$ cat src/rtl/ps2_pkg.sv
// Shared PS/2 definitions: receiver FSM encoding and the scan codes the sound FSM reacts to.
package ps2_pkg;

    typedef enum logic [1:0] {
        ST_IDLE   = 2'd0,
        ST_DATA   = 2'd1,
        ST_PARITY = 2'd2,
        ST_STOP   = 2'd3
    } ps2_state_e;

    localparam logic [7:0] KEYUP = 8'hF0;
    localparam logic [7:0] START = 8'h5A;
    localparam logic [7:0] STOP  = 8'h76;
    localparam logic [7:0] DOWN  = 8'h72;
    localparam logic [7:0] UP    = 8'h75;

endpackage

$ cat src/rtl/ps2_sync_filter.sv
// Two-flop synchronizer plus a hold-time glitch filter for one PS/2 line.
module ps2_sync_filter #(
    parameter int FILTER_LEN = 8
) (
    input  logic Clock,
    input  logic Reset,
    input  logic raw,
    output logic filt
);

    localparam int CW = (FILTER_LEN > 1) ? $clog2(FILTER_LEN) : 1;

    logic          sync1, sync2;
    logic [CW-1:0] cnt;

    // Lines idle high, so everything resets to 1 to avoid a false edge after reset.
    always_ff @(posedge Clock) begin
        if (Reset) begin
            sync1 <= 1'b1;
            sync2 <= 1'b1;
            filt  <= 1'b1;
            cnt   <= '0;
        end else begin
            sync1 <= raw;
            sync2 <= sync1;
            if (sync2 == filt) begin
                cnt <= '0;
            end else if (cnt == CW'(FILTER_LEN - 1)) begin
                filt <= sync2;
                cnt  <= '0;
            end else begin
                cnt <= cnt + 1'b1;
            end
        end
    end

endmodule

$ cat src/rtl/ps2_keycode_rx.sv
// PS/2 keyboard frame receiver: start, 8 data bits LSB first, odd parity, stop.
// Define PS2_PARITY_CHECK_EN to discard frames with bad parity.
module ps2_keycode_rx
    import ps2_pkg::*;
#(
    parameter int FILTER_LEN     = 8,
    parameter int TIMEOUT_CYCLES = 100000
) (
    input  logic       Clock,
    input  logic       Reset,
    input  logic       PS2Clk,
    input  logic       PS2Data,
    output logic [7:0] Keycode,
    output logic       Enable,
    output logic       FrameErr
);

    localparam int TW = $clog2(TIMEOUT_CYCLES + 1);

    logic          clk_f, clk_q, data_f, bit_event, frame_ok;
    logic [7:0]    shift;
    logic [2:0]    bit_cnt;
    logic [TW-1:0] tcnt;
    ps2_state_e    state;

    ps2_sync_filter #(.FILTER_LEN(FILTER_LEN)) u_clk_filt (
        .Clock(Clock), .Reset(Reset), .raw(PS2Clk), .filt(clk_f)
    );

    ps2_sync_filter #(.FILTER_LEN(1)) u_data_filt (
        .Clock(Clock), .Reset(Reset), .raw(PS2Data), .filt(data_f)
    );

    assign bit_event = clk_q & ~clk_f;

`ifdef PS2_PARITY_CHECK_EN
    logic parity;
    assign frame_ok = data_f & (^{shift, parity});
`else
    assign frame_ok = data_f;
`endif

    always_ff @(posedge Clock) begin
        if (Reset) begin
            state    <= ST_IDLE;
            clk_q    <= 1'b1;
            shift    <= '0;
            bit_cnt  <= '0;
            tcnt     <= '0;
            Keycode  <= 8'h00;
            Enable   <= 1'b0;
            FrameErr <= 1'b0;
`ifdef PS2_PARITY_CHECK_EN
            parity   <= 1'b0;
`endif
        end else begin
            clk_q    <= clk_f;
            Enable   <= 1'b0;
            FrameErr <= 1'b0;
            // A bit event wins over a timeout landing in the same cycle.
            if (bit_event) begin
                tcnt <= '0;
                case (state)
                    ST_IDLE: if (!data_f) begin
                        state   <= ST_DATA;
                        bit_cnt <= '0;
                    end
                    ST_DATA: begin
                        shift   <= {data_f, shift[7:1]};
                        bit_cnt <= bit_cnt + 1'b1;
                        if (bit_cnt == 3'd7) state <= ST_PARITY;
                    end
                    ST_PARITY: begin
`ifdef PS2_PARITY_CHECK_EN
                        parity <= data_f;
`endif
                        state  <= ST_STOP;
                    end
                    ST_STOP: begin
                        state <= ST_IDLE;
                        if (frame_ok) begin
                            Keycode <= shift;
                            Enable  <= 1'b1;
                        end else begin
                            FrameErr <= 1'b1;
                        end
                    end
                    default: state <= ST_IDLE;
                endcase
            end else if (state == ST_IDLE) begin
                tcnt <= '0;
            end else if (tcnt == TW'(TIMEOUT_CYCLES)) begin
                state    <= ST_IDLE;
                tcnt     <= '0;
                FrameErr <= 1'b1;
            end else begin
                tcnt <= tcnt + 1'b1;
            end
        end
    end

endmodule

$ cat config.mk
export PLATFORM = sky130hd
export DESIGN_NAME = ps2_keycode_rx
export DESIGN_NICKNAME = d
export VERILOG_FILES = /design/src/rtl/ps2_pkg.sv /design/src/rtl/ps2_sync_filter.sv /design/src/rtl/ps2_keycode_rx.sv
export SDC_FILE = /design/constraint.sdc
export NUM_CORES = 1
export LEC_CHECK = 0
export BUFFER_PORTS_ARGS = -buffer_cell sky130_fd_sc_hd__clkbuf_2
export CAP_MARGIN = 10
export CORE_AREA = 2 2 82 84
export DETAILED_ROUTE_END_ITERATION = 10
export DIE_AREA = 0 0 84 86
export GPL_TIMING_DRIVEN = 0
export PLACE_DENSITY = 0.6
export SYNTH_ARGS = -nofsm -noshare
export SYNTH_HDL_FRONTEND = slang
export SYNTH_HIERARCHICAL = 1
export SYNTH_SLANG_ARGS = --single-unit
export TNS_END_PERCENT = 10
$ cat constraint.sdc
create_clock -name Clock -period 2.35 [get_ports Clock]
set_clock_uncertainty 0.05 [all_clocks]
set_input_delay 0.1175 -clock Clock [delete_from_list [all_inputs] [get_ports Clock]]
set_output_delay 0.1175 -clock Clock [all_outputs]
set_load 0.01 [all_outputs]
# Word level (Yosys, flattened, before mapping)
# Index checks and enable logic that the tools add are counted.
[word_totals]
register_bits = 51
inputBits = 4
out_inout_bits = 10
wordCells = 65
[op_classes]
add_sub_neg = 4
eq_ne = 11
muxes = 14
n_bitwise = 7
reduce_logical = 13
[ops]
columns = ["operator", "count"]
rows = [
  ["$add 17x1->17 const B", 1],
  ["$eq 17x17->1 const B", 1],
  ["$mux 2", 5],
  ["$reduce_or 3->1", 3],
  ["$pmux 2 s4", 1],
  ["$add 3x1->3 const B", 2],
  ["$eq 3x3->1 const B", 2],
  ["$mux 1", 6],
  ["$not 1->1", 6],
  ["$pmux 3 s2", 1],
  ["$reduce_and 2->1", 3],
  ["$reduce_and 3->1", 2],
  ["$eq 2x2->1 const B", 2],
  ["$ne 2x2->1 const B", 2],
  ["$reduce_and 4->1", 1],
  ["$reduce_bool 2->1", 2],
  ["$reduce_or 4->1", 1],
  ["$mux 3", 1],
  ["$ne 3x3->1 const B", 1],
  ["$eq 1x1->1", 2],
  ["$eq 2x1->1 const B", 1],
  ["$logic_not 2->1", 1],
  ["$add 1x1->1 const B", 1],
  ["$and 1x1->1", 1],
]

# Logic depth before layout (Yosys ltp)
# Gate-level depths: netlist of run 1.
[logic_depth]
ltp_word = 4
mapped_depth = 7
ltp_nobuf = 6

# Hierarchy
# The synthesis of run 1 kept the hierarchy.
[by_module_without_submodules]
columns = ["module", "n_inst", "cells_per_inst", "area_per_inst_um2", "seq_area_each_um2"]
rows = [
  ["ps2_keycode_rx", 1, 204, 1801.7, 820.8],
  ["ps2_sync_filter (u_clk_filt)", 1, 16, 206.4, 120.1],
  ["ps2_sync_filter (u_data_filt)", 1, 9, 111.4, 80.1],
]

# Worst setup path before layout of run 1
# Ideal clock, no wire load.
[synth_path]
path_kind = "register to register"
start = "reg tcnt[0]"
end = "reg tcnt[16]"
setup_time_ps = 67
arrival_time_ps = 1503
required_ps = 2233
slack_ps = 730
path_stages_with_launch = 6
n_path_buf = 0
synth_period_minus_slack_ps = 1620
path_cell_list = "dfxtp_1 > ha_1 > and4_2 > nand2_4 > or4_4 > a21oi_2"
[synth_between]
elab_chain_cells = 2
word_cells_on_any_way = 3
cone_classes = "add/sub: 1; eq/ne: 1; reduce/logical: 1"
[synth_lines]
columns = ["element", "line", "source"]
rows = [
  ["start, declared", "ps2_keycode_rx.sv:23", "logic [TW-1:0] tcnt;"],
  ["start signal, assigned", "ps2_keycode_rx.sv:97", "tcnt <= tcnt + 1'b1;"],
  ["branches (longest 2 deep; another with $add 17x1->17)", "--", ""],
]
# Several ways; the timed one is not identified.
# A chain may end at the register's enable or synchronous reset.

# Final worst setup path of run 1
[layout_path]
start = "reg state[1]"
end = "reg bit_cnt[1]"
[layout_between]
elab_chain_cells = 3
word_cells_on_any_way = 6
cone_classes = "eq/ne: 2; mux: 1; reduce/logical: 3"
[layout_lines]
columns = ["element", "line", "source"]
rows = [
  ["start, declared", "ps2_keycode_rx.sv:24", "ps2_state_e state;"],
  ["start signal, assigned", "ps2_keycode_rx.sv:45", "state <= ST_IDLE;"],
  ["start signal, assigned", "ps2_keycode_rx.sv:65", "state <= ST_DATA;"],
  ["start signal, assigned", "ps2_keycode_rx.sv:71", "if (bit_cnt == 3'd7) state <= ST_PARITY;"],
  ["$logic_not 2->1 or $eq 2x1->1 (tied branches)", "ps2_keycode_rx.sv:63", "case (state)"],
  ["$ne 2x2->1 (no source line) or $reduce_bool 2->1 (tied branches)", "--", ""],
  ["$reduce_and 3->1 (no source line)", "--", ""],
  ["end signal, assigned", "ps2_keycode_rx.sv:70", "bit_cnt <= bit_cnt + 1'b1;"],
  ["end, declared", "ps2_keycode_rx.sv:22", "logic [2:0] bit_cnt;"],
]
# Several ways; a longest one is shown, not always the timed one.

==> reports/qor.csv, run 1 <==
stage;metric;value;unit
global_routing;grtUsageTotal;11.1;%
floorplanning;die_area;0.00722;sq mm
worst_hold_path;holdPathStages;2;
yosys;ys.flop_type;dfxtp_1;
worst_hold_path;hold_path_end;u_clk_filt/cnt[0]$_SDFF_PP0_;
setup_path;cp.required;2.54;ns
layout;final_cell_mix;51 x dfxtp_1, 29 x nand2_1, 21 x a21oi_1;
status;status;completed;
setup_path;critical_path_arrival;2.11;ns
cts;cts-root-buf;clkbuf_8;
detailed_routing;drcViolationCount;0;
place;dpl.cell_count;319;
global_routing;grt_pass1_wl;6560;microns
sta;period_minus_slack;1.92;ns
detailed_routing;antenna_left;0;
sta;setup_viol;0;
cts;clockBufferDepth;2;
setup_path;worst_setup_path_end_kind;flop;
floorplanning;die_x;84;microns
layout;fin_util;38.0;%
yosys;syn_area_per_cell;9.26;sq um
floorplanning;core_area;0.00628;sq mm
sta;finalHoldViolations;0;
detailed_routing;post_drt_wl_per_cell;11.1;microns
global_routing;gr-usage-met3;3.18;%
cts;clkTransAtPathRegs;0.09;ns
setup_path;critPathKind;flop to flop;
detailed_routing;drt_iter0_drc;55;
yosys;synth_nets;244;
setup_path;r2r_setup_slack;0.43;ns
cts;cts_buffers;5;
layout;fill_cells;627;
yosys;yosysUniqueCellTypes;44;
power;swShare;21.6;%
setup_path;rr_worst_depth;7;
global_routing;grt_overflow;0;
cts;cts.sinks;51;
global_routing;use_met2;17.2;%
detailed_routing;drt-vias-per-instance;4.80;
floorplanning;io_pins;14;
global_routing;top_usage_layer;met2;
place;hpwl;2570;microns
floorplanning;die_h;86;microns
setup_path;worstSetupStartpointType;flop;
yosys;synth_enable_flop_cells;0;
yosys;syn-cell-area;0.00212;sq mm
sta;drv_slew;0;
cts;cts_tree;yes;
sta;fmax;522;MHz
power;p_switching;0.000299;W
yosys;ys_ff_latch;51;
power;powerDensity;579;mW/mm^2
worst_hold_path;hold_path_class;primary input to flop;
setup_path;cp_max_fo;10;
layout;drive_above_1_share;14.7;%
cts;cts_resized;0;
global_routing;antenna_found_initial;0;
detailed_routing;vias;1580;
global_routing;grt_pass1_vias;1448;
sta;fin_crit_sh;81.6;%
sta;rsz0062_at_grt;no;
yosys;async_reset_ff_share;0;%
place;numPortBuffers;13;
detailed_routing;wirelength;3660;microns
power;clkPwrFrac;35.2;%
cts;clk_latency;0.30;ns
power;power_frac_seq;63.1;%
power;comb_power_share;1.7;%
layout;final_common_cell;dfxtp_1;
place;gp_congestion;0.755;
floorplanning;start_util;33.8;%
layout;stdcell_count;329;
yosys;synthCells;229;
yosys;synth_seq_area_share;48.2;%
layout;layout.nets;266;
layout;area_delta_synth_final;12.5;%
power;ir_worst_vdd;0.000272;V
global_routing;grt_max_degree;16;
layout;diodes;0;
run;drv_cap;0;
floorplanning;num_rows;29;
power;power.internal;0.00108;W
detailed_routing;drt-pass1-iter-count;4;
power;p_leak;0.887;nW
worst_hold_path;worstHoldStart;Reset;
sta;setup-tns-final;0;ns
yosys;yosys_warnings;6;
setup_path;r2r_start;state[1]$_SDFFE_PP0P_;
cts;h-tree-depth;2;
setup_path;r2r_end;bit_cnt[1]$_SDFFE_PP0P_;
global_routing;grtUsageMet1;14.7;%
==> through the flow <==
step,total power [W],hold slack [ns],worst slack [ns],instance area [sq um]
2_1_floorplan,0.000904,0.146,0.730,2120
5_1_grt,0.00144,0.0799,0.203,2380
3_3_place_gp,0.000913,0.252,0.480,2280
4_1_cts,0.00141,0.0560,0.460,2380
6_report,0.00138,0.0604,0.433,2380
3_5_place_dp,0.000913,0.254,0.485,2280
==> power by group through the flow <==
stage | registers [W] | clock network [W] | logic [W]
floorplan | 0.000892 | 0 | 0.0000126
global placement | 0.000893 | 0 | 0.0000202
detailed placement | 0.000893 | 0 | 0.0000206
CTS | 0.000872 | 0.000511 | 0.0000232
global route | 0.000873 | 0.000541 | 0.0000256
finish | 0.000872 | 0.000486 | 0.0000231
==> synth_stat cells, types with 4 or more instances <==
master	number	area, sq um
a21oi_1	21	105
clkbuf_1	5	18.8
dfxtp_1	51	1020
ha_1	11	138
inv_1	5	18.8
nand2_1	29	109
nand3_1	14	70.1
nor2_1	20	75.1
nor2b_1	4	25.0
o21ai_0	6	30.0
or2_2	5	31.3
xor2_1	10	87.6
==> repair_timing <==
| action | 4_1_cts | 5_1_grt |
|---|---|---|
| endpoints found under the hold margin | 2 | 0 |
| setup buffers | 0 | 0 |
| hold buffers | 2 | 0 |
==> metal layers <==
metal	part of all wire (%)	vias up
li1	-	833
met1	51	727
met2	44	15
met3	3.0	5
met4	1.4	0
met5	0	-
==> kinds of logic (layout without fill, tap and decap cells) <==
family          Yosys count  count (layout)  share of synthesized area (%)
simple gates            103             103                           26.5
compound gates           37              37                           10.3
other cells               1               1                          0.177
mux                       1               1                          0.472
fa+ha+maj                11              11                           6.49
flops                    51              51                           48.2
xor+xnor                 12              12                           4.96
buf+inv                  13              36                           2.89
==> flip-flops by register name, indices dropped and copies added (netlist names), 2 cells and up <==
| name | count |
|---|---|
| state | 2 |
| tcnt | 17 |
| Keycode | 8 |
| u_clk_filt/cnt | 3 |
| shift | 8 |
| bit_cnt | 3 |
==> how the worst max path moves through the flow <==
stage	slack [ns]	end	depth (start not counted)	start
floorplan	0.73	tcnt[16]$_SDFF_PP0_	5	tcnt[0]$_SDFF_PP0_
global placement	0.48	bit_cnt[2]$_SDFFE_PP0P_	7	state[1]$_SDFFE_PP0P_
detailed placement	0.49	bit_cnt[1]$_SDFFE_PP0P_	7	state[1]$_SDFFE_PP0P_
CTS	0.46	bit_cnt[1]$_SDFFE_PP0P_	7	state[1]$_SDFFE_PP0P_
global route	0.20	bit_cnt[2]$_SDFFE_PP0P_	7	state[1]$_SDFFE_PP0P_
finish	0.43	bit_cnt[1]$_SDFFE_PP0P_	7	state[1]$_SDFFE_PP0P_
==> final cells by class <==
type,instances,area [sq um],share of cell area [%]
buffer,8,42.5,1.78
clock buffer,5,68.8,2.89
clock inverter,3,15.0,0.630
inverter,5,18.8,0.787
multi-input combinational,165,1040,43.5
sequential,51,1020,42.8
tap,77,96.3,4.04
timing repair buffer,15,85.1,3.57
==> critical path: stages (launching register included) <==
cell and delay (ns):
dfxtp_1 0.35, inv_1 0.11, ha_1 0.15, clkbuf_1 0.33, nand3b_1 0.40, nor2_1 0.26, a22oi_1 0.11, nor2_1 0.10
Power figures use the tool's default switching activity.
==> run 2, diff against run 1 <==
Settings changed: PLACE_DENSITY 0.6 to 0.62.
Clock period 2.35 ns to 1.7 ns, I/O delays scaled along.
==> run 2 against run 1 <==
Compared with the run above:
- cell area rose by 5.1%
- final cell count rose by 0.91%
- die area did not move
- wire length rose by 3.4%
- register-to-register slack got worse by 0.35 ns
- total power rose by 41%
- critical path depth fell by 2
- global-route usage fell by 0.10 points
- critical path type unchanged
- largest cell class unchanged
- largest power group unchanged
==> reports/qor.csv, run 2 (synthesis results as in run 1) <==
stage;metric;value;unit
floorplanning;die_h;86;microns
floorplanning;core_area;0.00628;sq mm
setup_path;critPathKind;flop to flop;
sta;fin_crit_sh;95.2;%
layout;area_delta_synth_final;18.2;%
global_routing;grtUsageTotal;11.0;%
power;powerDensity;776;mW/mm^2
cts;cts_buffers;5;
sta;fin_ws;0.0813;ns
layout;fill_cells;640;
detailed_routing;post_drt_wl_per_cell;11.4;microns
setup_path;crit_path_start;tcnt[1]$_SDFF_PP0_;
layout;largest_reg_flops;17;
place;hpwl;2630;microns
cts;cts_tree;yes;
run;drv_cap;0;
detailed_routing;drcViolationCount;0;
setup_path;r2r_end;tcnt[16]$_SDFF_PP0_;
floorplanning;start_util;33.8;%
power;p_leak;0.925;nW
floorplanning;die_area;0.00722;sq mm
floorplanning;die_x;84;microns
layout;diodes;0;
layout;regArea;0.00103;sq mm
power;ir_worst_vdd;0.000587;V
detailed_routing;antenna_left;0;
power;comb_power_share;1.6;%
detailed_routing;wirelength;3780;microns
layout;multi_input_area;0.00112;sq mm
sta;drv_slew;0;
setup_path;worst_setup_path_end_kind;flop;
setup_path;rr_worst_depth;5;
detailed_routing;vias;1626;
cts;clkTransAtPathRegs;0.09;ns
floorplanning;io_pins;14;
power;power_frac_seq;62.0;%
worst_hold_path;hold_path_class;primary input to flop;
place;gp_congestion;0.755;
cts;cts-root-buf;clkbuf_8;
cts;clockBufferDepth;2;
place;pre_cts_ws;-0.184;ns
power;power.internal;0.00151;W
setup_path;r2r_start;tcnt[1]$_SDFF_PP0_;
layout;reg_top3;tcnt (17), Keycode (8), shift (8);
layout;drive_above_1_share;20.8;%
setup_path;cp.required;1.90;ns
floorplanning;num_rows;29;
global_routing;grt_pass1_vias;1507;
power;clkPwrFrac;36.4;%
setup_path;r2r_setup_slack;0.08;ns
setup_path;crit_end;tcnt[16]$_SDFF_PP0_;
global_routing;antenna_found_initial;0;
global_routing;grt_pass1_wl;6510;microns
sta;period_minus_slack;1.62;ns
layout;layout.nets;269;
setup_path;critical_path_arrival;1.81;ns
status;status;completed;
global_routing;grt_max_degree;18;
sta;finalHoldViolations;0;
place;numPortBuffers;13;
power;p_switching;0.000435;W
cts;cts.sinks;51;
layout;fin_util;39.9;%
detailed_routing;drt_iter0_drc;58;
sta;rsz0062_at_grt;yes;
layout;final_cell_mix;47 x dfxtp_1, 29 x nand2_1, 21 x a21oi_1;
global_routing;grt_overflow;0;
sta;fmax;618;MHz
sta;setup_viol;0;
layout;top_register;tcnt;
layout;final_common_cell;dfxtp_1;
setup_path;worstSetupStartpointType;flop;
power;swShare;22.4;%
detailed_routing;drt-vias-per-instance;4.90;
cts;clk_latency;0.31;ns
setup_path;cp_max_fo;5;
cts;h-tree-depth;2;
detailed_routing;drt-pass1-iter-count;4;
## run 2: layout make-up
type / instances / share of cell area (%)
Clock buffer: 5 / 2.75
Multi-Input combinational cell: 165 / 44.8
Sequential cell: 51 / 40.9
Timing Repair Buffer: 18 / 4.29
Buffer: 8 / 1.75
Tap cell: 77 / 3.84
Clock inverter: 3 / 0.899
Inverter: 5 / 0.749
## run 2: worst min-delay path by stage
stage          slack, ns  cells after the start                            to   start
6_report            0.02                      2  u_clk_filt/cnt[1]$_SDFF_PP0_   Reset
3_3_place_gp        0.22                      2   u_clk_filt/sync1$_SDFF_PP1_  PS2Clk
4_1_cts             0.01                      2  u_clk_filt/cnt[2]$_SDFF_PP0_   Reset
3_5_place_dp        0.22                      2   u_clk_filt/sync1$_SDFF_PP1_  PS2Clk
5_1_grt             0.03                      2  u_clk_filt/cnt[0]$_SDFF_PP0_   Reset
2_1_floorplan       0.11                      1  u_clk_filt/cnt[0]$_SDFF_PP0_   Reset
## run 2: repair_timing
item / in CTS / in global routing
endpoints found under the hold margin: 2 / 0
pin swaps: 1 / 2
resized for setup: 1 / 20
gates cloned: 0 / 0
setup endpoints to repair: 24 / 30
hold buffers: 2 / 0
buffers inserted: 2 / 1
## run 2: per-stage QoR
stage	hold slack, ns	TNS (ns)	total power (W)	area [sq um]	instances
6_report	0.0185	0	0.00195	2510	332
5_1_grt	0.0289	-0.0259	0.00203	2510	332
4_1_cts	0.0144	-1.03	0.00197	2410	331
3_5_place_dp	0.220	-1.65	0.00126	2280	319
3_3_place_gp	0.219	-1.24	0.00126	2280	319
2_1_floorplan	0.114	0	0.00125	2120	229
## run 2: power by group through the flow
stage          Clock [W]  Sequential, W  Combinational [W]
2_1_floorplan          0        0.00123          0.0000175
3_3_place_gp           0        0.00123          0.0000281
3_5_place_dp           0        0.00123          0.0000280
4_1_cts         0.000737        0.00121          0.0000317
5_1_grt         0.000783        0.00121          0.0000358
6_report        0.000708        0.00121          0.0000315
## run 2: critical path, stage by stage, from the launching register on
cell	delay, ns
dfxtp_1	0.40
ha_4	0.18
and4_4	0.27
nand2_4	0.05
or4_4	0.47
a21oi_2	0.13
## run 2: metal layers
layer | GRT usage, % | part of all wire (%) | routed length [microns] | up-vias
li1 | - | - | - | 844
met1 | 13.5 | 47 | 1800 | 759
met2 | 18.8 | 49 | 1840 | 16
met3 | 2.60 | 2.5 | 94 | 7
met4 | 4.40 | 1.5 | 56 | 0
met5 | 0 | 0 | 0 | -
==> run 3, diff against run 2 <==
Settings changed: PLACE_DENSITY 0.62 to 0.6.
Clock period 1.7 ns to 1.76 ns, I/O delays scaled along.
==> run 3 against run 2 <==
Compared with the run above:
- die area did not move
- highest routed layer unchanged
- worst setup slack improved by 0.015 ns
- final cell count fell by 0.60%
- total power fell by 5.4%
- via count fell by 2.0%
- cell area fell by 1.9%
- combinational power fell by 2%
- sequential cell count did not move
- first-iteration DRC count rose by 14%
- clock-buffer cell count did not move
- core utilization fell by 0.76 points
- non-clock buffer count fell by 2
==> reports/qor.csv, run 3 (synthesis results as in run 1) <==
stage;metric;value;unit
detailed_routing;drcViolationCount;0;
place;dpl.cell_count;319;
power;ir_worst_vdd;0.000365;V
detailed_routing;vias;1593;
cts;clkTransAtPathRegs;0.09;ns
layout;multi_input_area;0.00110;sq mm
layout;reg_top3;tcnt (17), Keycode (8), shift (8);
power;powerDensity;748;mW/mm^2
cts;h-tree-depth;2;
global_routing;grt_overflow;0;
setup_path;cp_max_fo;5;
cts;clk_latency;0.30;ns
place;dpl_cell_area;0.00228;sq mm
setup_path;r2r_setup_slack;0.1;ns
layout;drive_above_1_share;19.8;%
global_routing;grtUsageTotal;11.2;%
sta;setup_viol;0;
setup_path;worst_setup_path_end_kind;flop;
global_routing;grt_pass1_vias;1442;
place;gp_congestion;0.755;
layout;final_common_cell;dfxtp_1;
floorplanning;num_rows;29;
sta;fin_crit_sh;94.5;%
detailed_routing;wirelength;3740;microns
layout;stdcell_area;0.00246;sq mm
place;pre_cts_ws;-0.105;ns
layout;area_delta_synth_final;16.0;%
layout;stdcell_count;330;
worst_hold_path;hold_path_class;primary input to flop;
run;drv_cap;0;
setup_path;critical_path_arrival;1.85;ns
cts;cts-root-buf;clkbuf_8;
layout;diodes;0;
layout;fill_cells;626;
setup_path;cp.required;1.95;ns
layout;layout.nets;267;
place;numPortBuffers;13;
floorplanning;io_pins;14;
layout;final_cell_mix;49 x dfxtp_1, 29 x nand2_1, 21 x a21oi_1;
cts;clockBufferDepth;2;
place;hpwl;2570;microns
layout;fin_util;39.2;%
setup_path;worstSetupStartpointType;flop;
global_routing;grt_max_degree;16;
detailed_routing;antenna_left;0;
floorplanning;core_area;0.00628;sq mm
cts;cts_tree;yes;
sta;finalHoldViolations;0;
setup_path;crit_chain;ha_2 > and4_4 > nand2_4 > or4_4 > a21oi_2;
floorplanning;start_util;33.8;%
cts;cts.sinks;51;
layout;regArea;0.00102;sq mm
detailed_routing;post_drt_wl_per_cell;11.3;microns
global_routing;antenna_found_initial;0;
floorplanning;die_area;0.00722;sq mm
setup_path;crit_slowest_cell;or4_4;
sta;fmax;601;MHz
setup_path;slowest_delay;0.48;ns
sta;drv_slew;0;
power;p_leak;0.912;nW
sta;period_minus_slack;1.66;ns
sta;fin_ws;0.0962;ns
floorplanning;die_h;86;microns
layout;largest_reg_flops;17;
cts;cts_buffers;5;
global_routing;grt_pass1_wl;6570;microns
status;status;completed;
setup_path;critPathKind;flop to flop;
layout;top_register;tcnt;
floorplanning;die_x;84;microns
detailed_routing;drt-vias-per-instance;4.83;
detailed_routing;drt-pass1-iter-count;4;
detailed_routing;drt_iter0_drc;66;
==> run 3: through the flow <==
| step | setup TNS, ns | hold slack (ns) | power [W] |
|---|---|---|---|
| 6_report | 0 | 0.0279 | 0.00184 |
| 3_5_place_dp | -0.404 | 0.224 | 0.00122 |
| 5_1_grt | -0.00120 | 0.0504 | 0.00192 |
| 3_3_place_gp | -0.496 | 0.223 | 0.00122 |
| 4_1_cts | -0.246 | 0.0265 | 0.00188 |
| 2_1_floorplan | 0 | 0.117 | 0.00121 |
==> run 3: worst paths after layout <==
| check | endpoint | startpoint | cells past startpoint |
|---|---|---|---|
| worst max-delay path | tcnt[16]$_SDFF_PP0_ | tcnt[1]$_SDFF_PP0_ | 5 |
| worst min-delay path | u_clk_filt/cnt[0]$_SDFF_PP0_ | Reset | 2 |
| worst max register to register | tcnt[16]$_SDFF_PP0_ | tcnt[1]$_SDFF_PP0_ | 5 |
| worst min register to register | u_clk_filt/sync2$_SDFF_PP1_ | u_clk_filt/sync1$_SDFF_PP1_ | 1 |
==> run 3: worst max-delay path: cells and delay by family (launching register included) <==
kind                       cells  cell delay, ns
and+or+nand+nor                3            0.82
DFF                            1            0.36
adders and majority gates      1            0.24
AOI/OAI and AO/OA              1            0.14
==> run 3: report_power, final <==
| part | internal [W] | total [W] | switching (W) |
|---|---|---|---|
| Sequential | 0.00116 | 0.00116 | 0.00000450 |
| Clock | 0.000273 | 0.000644 | 0.000372 |
| Combinational | 0.0000132 | 0.0000308 | 0.0000177 |
| Total | 0.00145 | 0.00184 | 0.000394 |
==> run 3: what timing repair did <==
item	in CTS	in global routing
gates resized for setup	0	14
endpoints found under the hold margin	2	0
setup buffers	2	0
pin swaps	1	1
setup endpoints to repair	14	26
hold buffers	2	0
==> run 3: cell type report <==
cell class	instances	share of cell area, %
Sequential cell	51	41.6
Clock inverter	3	0.611
Tap cell	77	3.92
Multi-Input combinational cell	165	44.6
Clock buffer	5	2.80
Timing Repair Buffer	17	4.07
Inverter	5	0.763
Buffer	7	1.58
==> run 3: metal layers <==
layer  GRT usage [%]  routed length, microns  vias up
met5               0                       0        -
met4            4.40                      39        0
met3            3.18                     101        4
met2            17.2                    1700       14
met1            14.8                    1900      739
li1                -                       -      836
